==> src/rtl/dac_frame_sequencer.sv <==
// Saturating one-deep sample buffer feeding a paced 16-bit serial DAC frame per sample tick.
// Define DAC_UNDERRUN_HOLD_EN to resend the last sample on underrun instead of midscale.
module dac_frame_sequencer #(
  parameter int unsigned N               = 16,
  parameter int unsigned F               = 9,
  parameter int unsigned CLK_DIV         = 4,
  parameter int unsigned SAMPLE_PERIOD   = 2000,
  parameter logic [3:0]  FRAME_CMD       = 4'b0011,
  parameter bit          PERIOD_CHECK_EN = 1'b1
) (
  input  logic         clk,
  input  logic         reset_n,
  input  logic [N-1:0] din,
  input  logic         din_valid,
  output logic         din_ready,
  output logic         sample_tick,
  output logic         cs_n,
  output logic         sclk,
  output logic         mosi,
  output logic         busy,
  output logic         underrun,
  output logic         tick_missed
);
  localparam int unsigned DW  = F - 1;
  localparam int unsigned FW  = DW + 8;
  localparam int unsigned CW  = (SAMPLE_PERIOD > 1) ? $clog2(SAMPLE_PERIOD) : 1;
  localparam int unsigned DVW = (CLK_DIV > 1) ? $clog2(CLK_DIV) : 1;
  localparam int unsigned BW  = $clog2(FW);
  localparam int unsigned IW  = N - F + 2;
  localparam logic [DW-1:0] MIDSCALE = {1'b1, {(DW-1){1'b0}}};

  typedef enum logic [1:0] {S_IDLE, S_SHIFT, S_GUARD} state_t;

  state_t          r_state;
  logic [CW-1:0]   r_cnt;
  logic            r_tick;
  logic            r_buf_full;
  logic [DW-1:0]   r_buf;
  logic [DW-1:0]   r_last;
  logic [FW-1:0]   r_shift;
  logic [BW-1:0]   r_bit;
  logic [DVW-1:0]  r_div;
  logic            r_cs_n;
  logic            r_sclk;
  logic            r_mosi;
  logic            r_busy;
  logic            r_underrun;
  logic            r_tick_missed;

  logic [IW-1:0]   w_int;
  logic            w_ovf;
  logic [DW-1:0]   w_conv;
  logic [DW-1:0]   w_fallback;
  logic [DW-1:0]   w_data;
  logic [FW-1:0]   w_frame;
  logic            w_accept;
  logic            w_take;

  // Integer part must be pure sign extension, otherwise clamp to the rail of the sign.
  assign w_int = din[N-1:F-2];
  assign w_ovf = (w_int != {IW{din[N-1]}});

  always_comb begin
    w_conv = {~din[N-1], din[F-3:0]};
    if (w_ovf) begin
      w_conv = din[N-1] ? '0 : '1;
    end
  end

`ifdef DAC_UNDERRUN_HOLD_EN
  assign w_fallback = r_last;
`else
  assign w_fallback = MIDSCALE;
`endif

  assign w_accept = din_valid && !r_buf_full;
  assign w_take   = r_tick && (r_state == S_IDLE);
  assign w_data   = r_buf_full ? r_buf : w_fallback;
  assign w_frame  = {FRAME_CMD, w_data, 4'b0000};

  // Tick is registered one count early so it lines up with count == SAMPLE_PERIOD-1.
  always_ff @(posedge clk or negedge reset_n) begin
    if (!reset_n) begin
      r_cnt  <= '0;
      r_tick <= 1'b0;
    end else begin
      r_cnt  <= (r_cnt == CW'(SAMPLE_PERIOD - 1)) ? '0 : r_cnt + 1'b1;
      r_tick <= (r_cnt == CW'(SAMPLE_PERIOD - 2));
    end
  end

  // A tick that finds the buffer empty leaves a same-cycle accept in place for the next tick.
  always_ff @(posedge clk or negedge reset_n) begin
    if (!reset_n) begin
      r_buf_full <= 1'b0;
      r_buf      <= '0;
    end else if (w_take && r_buf_full) begin
      r_buf_full <= 1'b0;
    end else if (w_accept) begin
      r_buf_full <= 1'b1;
      r_buf      <= w_conv;
    end
  end

  always_ff @(posedge clk or negedge reset_n) begin
    if (!reset_n) begin
      r_state       <= S_IDLE;
      r_last        <= MIDSCALE;
      r_shift       <= '0;
      r_bit         <= '0;
      r_div         <= '0;
      r_cs_n        <= 1'b1;
      r_sclk        <= 1'b0;
      r_mosi        <= 1'b0;
      r_busy        <= 1'b0;
      r_underrun    <= 1'b0;
      r_tick_missed <= 1'b0;
    end else begin
      r_underrun    <= 1'b0;
      r_tick_missed <= 1'b0;
      if (r_tick && r_state != S_IDLE) begin
        r_tick_missed <= 1'b1;
      end
      case (r_state)
        S_IDLE: begin
          if (r_tick) begin
            r_state    <= S_SHIFT;
            r_shift    <= w_frame;
            r_mosi     <= w_frame[FW-1];
            r_cs_n     <= 1'b0;
            r_sclk     <= 1'b0;
            r_busy     <= 1'b1;
            r_div      <= '0;
            r_bit      <= BW'(FW - 1);
            r_underrun <= ~r_buf_full;
            if (r_buf_full) begin
              r_last <= r_buf;
            end
          end
        end
        S_SHIFT: begin
          if (r_div == DVW'(CLK_DIV - 1)) begin
            r_div <= '0;
            if (!r_sclk) begin
              r_sclk <= 1'b1;
            end else if (r_bit == '0) begin
              r_state <= S_GUARD;
              r_cs_n  <= 1'b1;
              r_sclk  <= 1'b0;
              r_mosi  <= 1'b0;
            end else begin
              // Falling edge: present the next bit while sclk is low.
              r_sclk  <= 1'b0;
              r_bit   <= r_bit - 1'b1;
              r_shift <= {r_shift[FW-2:0], 1'b0};
              r_mosi  <= r_shift[FW-2];
            end
          end else begin
            r_div <= r_div + 1'b1;
          end
        end
        S_GUARD: begin
          if (r_div == DVW'(CLK_DIV - 1)) begin
            r_div   <= '0;
            r_state <= S_IDLE;
            r_busy  <= 1'b0;
          end else begin
            r_div <= r_div + 1'b1;
          end
        end
        default: r_state <= S_IDLE;
      endcase
    end
  end

  assign din_ready   = ~r_buf_full;
  assign sample_tick = r_tick;
  assign cs_n        = r_cs_n;
  assign sclk        = r_sclk;
  assign mosi        = r_mosi;
  assign busy        = r_busy;
  assign underrun    = r_underrun;
  assign tick_missed = r_tick_missed;

  // A legal SAMPLE_PERIOD never lets a tick land inside a frame.
  a_tick_in_frame: assert property (@(posedge clk) disable iff (!reset_n)
    !(PERIOD_CHECK_EN && r_tick && r_state != S_IDLE))
    else $error("sample tick during active frame; SAMPLE_PERIOD below 33*CLK_DIV+2");

  a_last_stable: assert property (@(posedge clk) disable iff (!reset_n)
    !(w_take && r_buf_full) |=> $stable(r_last))
    else $error("last_sent changed without a buffered frame launch");

endmodule

==> config.mk <==
export PLATFORM = sky130hd
export DESIGN_NAME = dac_frame_sequencer
export DESIGN_NICKNAME = d
export VERILOG_FILES = /design/src/rtl/dac_frame_sequencer.sv
export SDC_FILE = /design/constraint.sdc
export NUM_CORES = 1
export LEC_CHECK = 0
export ABC_AREA = 1
export BUFFER_PORTS_ARGS = -buffer_cell sky130_fd_sc_hd__buf_2
export CORE_MARGIN = 5
export CORE_UTILIZATION = 45
export CTS_BUF_LIST = sky130_fd_sc_hd__clkbuf_16
export DETAILED_ROUTE_END_ITERATION = 16
export GPL_TIMING_DRIVEN = 0
export PLACE_DENSITY_LB_ADDON = 0.08
export RECOVER_POWER = 25
export SLEW_MARGIN = 25
export SYNTH_ARGS = -nofsm -noshare
export SYNTH_HDL_FRONTEND = slang
export SYNTH_SLANG_ARGS = --single-unit
==> constraint.sdc <==
create_clock -name clk -period 2.5 [get_ports clk]
set_input_delay 0.25 -clock clk [delete_from_list [all_inputs] [get_ports clk]]
set_output_delay 0.25 -clock clk [all_outputs]
set_load 0.005 [all_outputs]
; ---- Yosys cells after proc, flatten, opt, wreduce, memory -nomap -nowiden
; Index checks and enable logic that the tools add are counted.
; W data, S select, Z words.
[totals]
regBits = 50
latch_bits = 0
mem_bits_rw = 0
mem_bits_ro = 0
input_bits = 19
output_inout_bits = 8
n_memories = 0
[op_classes]
add_sub_neg = 3
multipliers = 0
n_div = 0
order_cmp = 0
eq_ne = 12
shifts = 0
n_mux = 43
n_bitwise = 3
reduce_logical = 21
[ops]
columns = op, count
row1 = $mux W15, 4
row2 = $pmux W15 S2, 1
row3 = $mux W8, 3
row4 = $eq A11 B11 Y1 const B, 2
row5 = $mux W1, 16
row6 = $mux W4, 4
row7 = $reduce_and A5 Y1, 3
row8 = $mux W2, 7
row9 = $ne A2 B2 Y1 const B, 6
row10 = $add A11 B1 Y11 const B, 1
row11 = $mux W11, 1
row12 = $reduce_bool A2 Y1, 5
row13 = $ne A8 B8 Y1, 1
row14 = $pmux W1 S2, 4
row15 = $pmux W4 S2, 1
row16 = $pmux W2 S3, 1
row17 = $reduce_and A3 Y1, 2
row18 = $eq A2 B2 Y1 const B, 2
row19 = $logic_and A1 B1 Y1, 4
row20 = $logic_not A4 Y1, 1
row21 = $pmux W2 S2, 1
row22 = $reduce_and A2 Y1, 2
row23 = $reduce_and A4 Y1, 1
row24 = $sub A4 B1 Y4 const B, 1
row25 = 6 further kinds, 8

; ---- Longest topological paths before layout
; Gate-level depths: netlist (run 1).
[logic_depth]
depth_word = 5
mapped_depth = 10

; ---- Least setup slack after synthesis (run 1)
; Ideal clock, no wire load.
[synth_path]
kind = reg2reg
startpoint = register r_state[0]
endpoint = register r_shift[14]
setup_time_ps = 118
t_arrival_ps = 1357
required_ps = 2382
slack_ps = 1025
stages_incl_launch_ff = 10
period_less_slack_ps = 1475
cell_sequence = dfrtp_1 inv_1 ha_1 nand2_2 nand2_2 a21oi_4 inv_4 buf_6 nand2_1 nand2_1
[synth_between]
elab_chain_len = 3
elab_cells_between_ends = 9
cone_classes = 5 x eq/ne / 1 x mux / 3 x reduce/logical
[synth_lines]
columns = item, line_no
row1 = from (decl), 34  ; state_t r_state;
row2 = from (signal assigned), 107  ; r_state <= S_IDLE;
row3 = from (signal assigned), 127  ; r_state <= S_SHIFT;
row4 = from (signal assigned), 147  ; r_state <= S_GUARD;
row5 = $eq A2 B1 Y1 or $logic_not A2 Y1 (tied branches), n/a
row6 = $ne A2 B2 Y1 (no line) or $reduce_bool A2 Y1 (tied branches), n/a
row7 = $reduce_and A5 Y1 (no line), n/a
row8 = to (signal assigned), 128  ; r_shift <= w_frame;
row9 = to (signal assigned), 155  ; r_shift <= {r_shift[FW-2:0], 1'b0};
row10 = to (decl), 40  ; logic [FW-1:0] r_shift;
; Parallel ways exist; a longest one is shown, timed or not.
; A chain may end at the register's enable or synchronous reset.

==> results_dict.tcl, run 1 <==
set metrics [dict create \
    grt_max_degree 26 \
    drive_above_1_share_pct 17.1 \
    placed_cells 383 \
    tightest_slew_ns 1.48 \
    ios 27 \
    crit_buf_inv 2 \
    die-width_um 82.1 \
    synth_top_area_share_pct 48.2 \
    fin_crit_sh_pct 69.1 \
    die-area_sq_um 6730 \
    final-hold-violation-count 0 \
    cp_cell_sequence "dlygate4sd3_1, clkbuf_1" \
    cp.arrival_ns 1.85 \
    busiest_layer "met2" \
    grt_usage_pct 15.6 \
    p_per_area_nw_per_um2 513 \
    crit_path_end_kind "asynchronous set/reset pin" \
    postLayoutCoreUtil_pct 53.7 \
    core_area_sq_um 5070 \
    grt_pass1_vias 1803 \
    cts.htree.levels 2 \
    clk_latency_ns 0.28 \
    max_cap_violations 0 \
    worstSetupPathType "in2async" \
    synth_nets 313 \
    vias 1867 \
    postSynthCellCount 286 \
    critical_path_required_ns 2.63 \
    post_cts_resized 0 \
    cp_slowest_stage_delay_ns 1.08 \
    r2r-start "r_state[1]" \
    max-vdd-ir-drop_mv 0.257 \
    regArea_sq_um 1150 \
    slew_headroom_pct 1.17 \
    cp_slowest_cell "clkbuf_1" \
    skew_ns 0.00583 \
    numCtsBuffers 5 \
    r2r-end "r_shift[14]" \
    cp_max_fo 25 \
    ant_nets 0 \
    dieHeight_um 82.1 \
    grt_util_met1_pct 20.9 \
    crit_cells 2 \
    critPathCapture "r_div[0]" \
    cts.sinks 46 \
    cts_max_path_buffers 2 \
    finalSetupTns_ns 0 \
    num_rows 26 \
    fillers 529 \
    total_power_mw 1.40 \
    cts_tree "yes" \
    leakage_nw 1.42 \
    met3_usage_pct 4.50 \
    synth_top_family_by_area "simple AND/OR/NAND/NOR gates" \
    initial_core_util_pct 46.0 \
    startpoint "reset_n" \
    gp_congestion 0.807 \
    synth_compound_area_share_pct 11.7 \
    hold_path_class "in2reg" \
    post_cts_buffers 0 \
    syn2layout_area_growth_pct 16.7 \
    grt_first_pass_wirelength_um 8140 \
    reg2reg_slack_ns 0.86 \
    grt_overflow 0 \
    clk_pin_slew_ns 0.06 \
    avgRoutedWirePerCell_um 11.3 \
    r2r_cells 8 \
    fin_nets 348 \
    hold_depth 2 \
    crit_family "buffers and inverters" \
    grt_util_met2_pct 24.5 \
    min_period_ns 1.73 \
    synth.distinct_cells 33 \
    drc 0 \
    drv_slew 0 \
    avgSynthCellArea_sq_um 8.17 \
    instances_no_fill 392 \
    grt_setup_unrepaired "false" \
    synth_top_cell_by_area "dfrtp_1" \
    worstSetupStartpointType "input pin" \
    clock.fmax_mhz 579 \
    status "finished, final reports clean" \
    yosys-top-cells-area "dfrtp_1 (48%), nand2_1 (15%), inv_1 (4.5%)" \
    wl_um 4430 \
    synth_xor_area_share_pct 0.375 \
    ys_seq_area_share_pct 49.3 \
    via_per_inst 4.76 \
    synth_mux_area_share_pct 0 \
    netlist_area_sq_um 2340 \
    synthAdderAreaFrac_pct 4.28 \
    cts-root-buf "clkbuf_16" \
    setup_violations 0 \
    drt_first_pass_iters 4 \
    first_iter_violations 65 \
    min_from "din[15]" \
    diodes 0 \
    yosys_warnings 0 \
    multiInputGateArea_sq_um 1030 \
    grt_antenna_before_repair 0 \
    synthSimpleGateAreaFrac_pct 27.7 \
    synth_seq_cells 46 \
    dp_hpwl_um 3330 \
    io_buffers 26 \
]
-- worst reg2reg max path, stage by stage, from the launching register on --
cell and delay (ns):
dfrtp_1 0.39, inv_1 0.11, ha_1 0.34, nand2_2 0.13, a21oi_4 0.21, inv_4 0.09
buf_6 0.16, nand2_1 0.06, nand2_1 0.05
-- worst min-delay path by stage --
stage                             end  slack, ns
after global routing         r_buf[7]       0.24
after floorplan                  busy      -0.05
after detailed placement     r_bit[1]       0.30
after CTS                    r_buf[7]       0.20
after global placement    r_shift[13]       0.46
final                        r_buf[7]       0.20
-- layout by cell type (no fill, tap or decap), types with 3 or more instances in the layout --
cell        n
o21ai_0    15
dfrtp_1    45
nand2_2     5
o21ai_1     6
inv_1      31
inv_2       4
nor2_1     17
ha_1        8
nand4_1     5
o21ai_2     7
clkbuf_16   5
a22oi_1     6
nand2_1    95
nor3_1      5
nand3_1    19
a21oi_1     3
buf_2      25
-- final cells by class --
class,instances,share of cell area [%]
clock buffers,5,4.59
clock inverters,3,0.413
repair buffers,28,6.06
plain buffers,4,1.01
inverters,33,4.64
flip-flops and latches,46,42.3
well taps,70,3.21
multi-input cells,203,37.8
-- state kept, by name, indices dropped and copies added (netlist names), 2 cells and up --
signal / cells
r_div: 2
r_shift: 11
r_bit: 4
r_cnt: 11
r_buf: 8
r_state: 2
-- cells in the mapped netlist (all sizes together) --
cell	n
inv	33
nor4	1
clkbuf	1
nand3	19
nor2	18
nand4	5
o21bai	1
a22oi	6
xor2	1
dfstp	1
nand3b	1
nor3	5
or2	3
buf	3
ha	8
o21ai	29
and3	1
dfrtp	45
o22ai	1
nand2	100
a21oi	4
-- timing repair --
item	4_1_cts	5_1_grt
endpoints found under the hold margin	6	0
hold buffers	1	0
endpoints found under the setup margin	0	0
-- where the power goes --
part	total, mW	switching (mW)	internal, mW
sequential	0.745	0	0.745
combinational	0.0445	0.0253	0.0192
clock	0.608	0.249	0.359
total	1.40	0.274	1.12
-- logic make-up after synthesis --
logic type               count (synthesis)
AND/OR/NAND/NOR                        153
AO/OA/AOI/OAI                           41
adder cells (fa/ha/maj)                  8
flip-flops                              46
XOR/XNOR                                 1
buffers and inverters                   37
-- layer usage --
metal / vias to the layer above / part of all wire (%)
met5: - / 0
met4: 0 / 0.81
met3: 4 / 4.5
met2: 36 / 46
met1: 833 / 49
li1: 994 / -
-- per-stage QoR --
| stage | instance area, sq um | hold WS (ns) | worst slack [ns] |
|---|---|---|---|
| after floorplan | 2340 | -0.0456 | 1.03 |
| after global placement | 2550 | 0.456 | 0.846 |
| after detailed placement | 2580 | 0.298 | 0.833 |
| after CTS | 2730 | 0.196 | 0.842 |
| after global routing | 2730 | 0.244 | 0.431 |
| final | 2730 | 0.201 | 0.774 |
(Power assumes the default switching activity.)
==> run 2, diff against run 1 <==
- clock period: 2.5 -> 1.6 ns (I/O delays scaled with it)
==> results_dict.tcl, run 2 (synthesis results as in run 1) <==
set metrics [dict create \
    cp.arrival_ns 1.70 \
    dp_hpwl_um 3330 \
    numCtsBuffers 5 \
    cp_slowest_stage_delay_ns 0.39 \
    grt_overflow 0 \
    crit_buf_inv 3 \
    min_period_ns 1.53 \
    tightest_slew_ns 0.678 \
    drc 0 \
    wl_um 4880 \
    p_per_area_nw_per_um2 737 \
    diodes 0 \
    cts-root-buf "clkbuf_16" \
    layout_commonest_cell "nand2_1" \
    die-width_um 82.1 \
    ant_nets 0 \
    fin_crit_sh_pct 95.9 \
    clk_latency_ns 0.28 \
    dieHeight_um 82.1 \
    leakage_nw 1.52 \
    slew_headroom_pct 54.8 \
    total_power_mw 2.19 \
    largestRegisters "r_cnt x11, r_shift x11, r_buf x8" \
    vias 1917 \
    holdWs_ns 0.110 \
    grt_usage_pct 16.4 \
    grt_setup_unrepaired "true" \
    clock.fmax_mhz 652 \
    critical_path_required_ns 1.76 \
    final_cell_mix "nand2_1 (94), dfrtp_1 (44), inv_1 (27)" \
    max_cap_violations 0 \
    final-hold-violation-count 0 \
    critPathCapture "r_shift[11]" \
    startpoint "r_div[1]" \
    drt_first_pass_iters 4 \
    reg2reg_slack_ns 0.07 \
    syn2layout_area_growth_pct 27.2 \
    setup_violations 0 \
    first_iter_violations 79 \
    initial_core_util_pct 46.0 \
    grt_pass1_vias 1874 \
    r2r_cells 9 \
    skew_ns 0.00461 \
    finalSetupTns_ns 0 \
    drive_above_1_share_pct 24.9 \
    gp_congestion 0.807 \
    cts_max_path_buffers 2 \
    hold_depth 2 \
    fin_nets 363 \
    r2r-start "r_div[1]" \
    status "finished, final reports clean" \
    io_buffers 26 \
    grt_first_pass_wirelength_um 8490 \
    hold_path_class "in2reg" \
    max-vdd-ir-drop_mv 0.402 \
    core_area_sq_um 5070 \
    via_per_inst 4.71 \
    cp_cell_sequence "ha_4, inv_4, o21ai_4, nand2_2, a21oi_4, buf_6, clkinvlp_4, nand2_1, o21ai_2" \
    cp_max_fo 5 \
    drv_slew 0 \
    worstSetupStartpointType "register" \
    min_from "din[15]" \
    final_cell_area_sq_um 2970 \
    cp_slowest_cell "dfrtp_1" \
    grt_antenna_before_repair 0 \
    ios 27 \
    cts.sinks 46 \
    r2r-end "r_shift[11]" \
    cts.htree.levels 2 \
    cts_tree "yes" \
    num_rows 26 \
    fillers 503 \
    crit_cells 9 \
    clk_pin_slew_ns 0.06 \
    crit_family "compound AO/OA/AOI/OAI gates" \
    die-area_sq_um 6730 \
    worstSetupPathType "reg2reg" \
    avgRoutedWirePerCell_um 12.0 \
    grt_max_degree 26 \
    crit_path_end_kind "register" \
    dpl_cell_area_sq_um 2580 \
]
==> run 2: changes by cell type in the layout (fill, tap and decap cells not counted), moves of 2 or more <==
cell and delta:
inv_1 -4, buf_4 +9, ha_1 -5, ha_4 +4, inv_2 +2, buf_6 +3, inv_4 +2, nand2_4 +2
==> run 2: routing by layer <==
| layer | GRT usage, % | part of all wire (%) | vias to the layer above |
|---|---|---|---|
| li1 | - | - | 1025 |
| met1 | 21.3 | 47 | 856 |
| met2 | 26.7 | 48 | 34 |
| met3 | 4.50 | 4.4 | 2 |
| met4 | 4.82 | 0.55 | 0 |
| met5 | 0 | 0 | - |
==> run 2: metrics by stage <==
step	utilization [%]	setup WS, ns	instances
final	58.6	0.0652	407
after global routing	58.6	-0.00871	407
after CTS	56.6	0.000191	402
after detailed placement	50.9	-0.0665	383
after global placement	50.3	-0.0537	382
after floorplan	-	0.125	286
==> run 2: what timing repair did <==
| item | in CTS | in global routing |
|---|---|---|
| setup buffers | 8 | 6 |
| hold buffers | 1 | 0 |
| gates resized for setup | 9 | 20 |
| endpoints found under the setup margin | 10 | 15 |
| gates cloned | 2 | 0 |
| pin swaps | 4 | 9 |
| endpoints found under the hold margin | 23 | 0 |
==> run 2: where the power goes <==
part	internal, mW	switching, mW
Sequential	1.16	0
Combinational	0.0300	0.0394
Clock	0.561	0.395
==> run 2: worst min path at each step <==
stage                          end
final                     r_buf[7]
after global routing      r_buf[7]
after CTS                 r_buf[7]
after detailed placement  r_bit[1]
after global placement    r_bit[3]
after floorplan               busy
==> run 2: worst register-to-register path, cell delays in order (launching register included) <==
cell        delay [ns]
dfrtp_1           0.39
ha_4              0.16
inv_4             0.05
o21ai_4           0.15
nand2_2           0.09
a21oi_4           0.20
buf_6             0.14
clkinvlp_4        0.11
nand2_1           0.09
o21ai_2           0.05
==> run 2: area by class of cell <==
class                   instances  area [sq um]  area share [%]
plain buffers                   3          30.0            1.01
clock buffers                   5           125            4.21
clock inverters                 3          11.3           0.379
inverters                      33           131            4.42
multi-input cells             203          1100            37.1
flip-flops and latches         46          1150            38.8
well taps                      70          87.6            2.95
repair buffers                 43           323            10.9
repair inverters                1          7.51           0.253
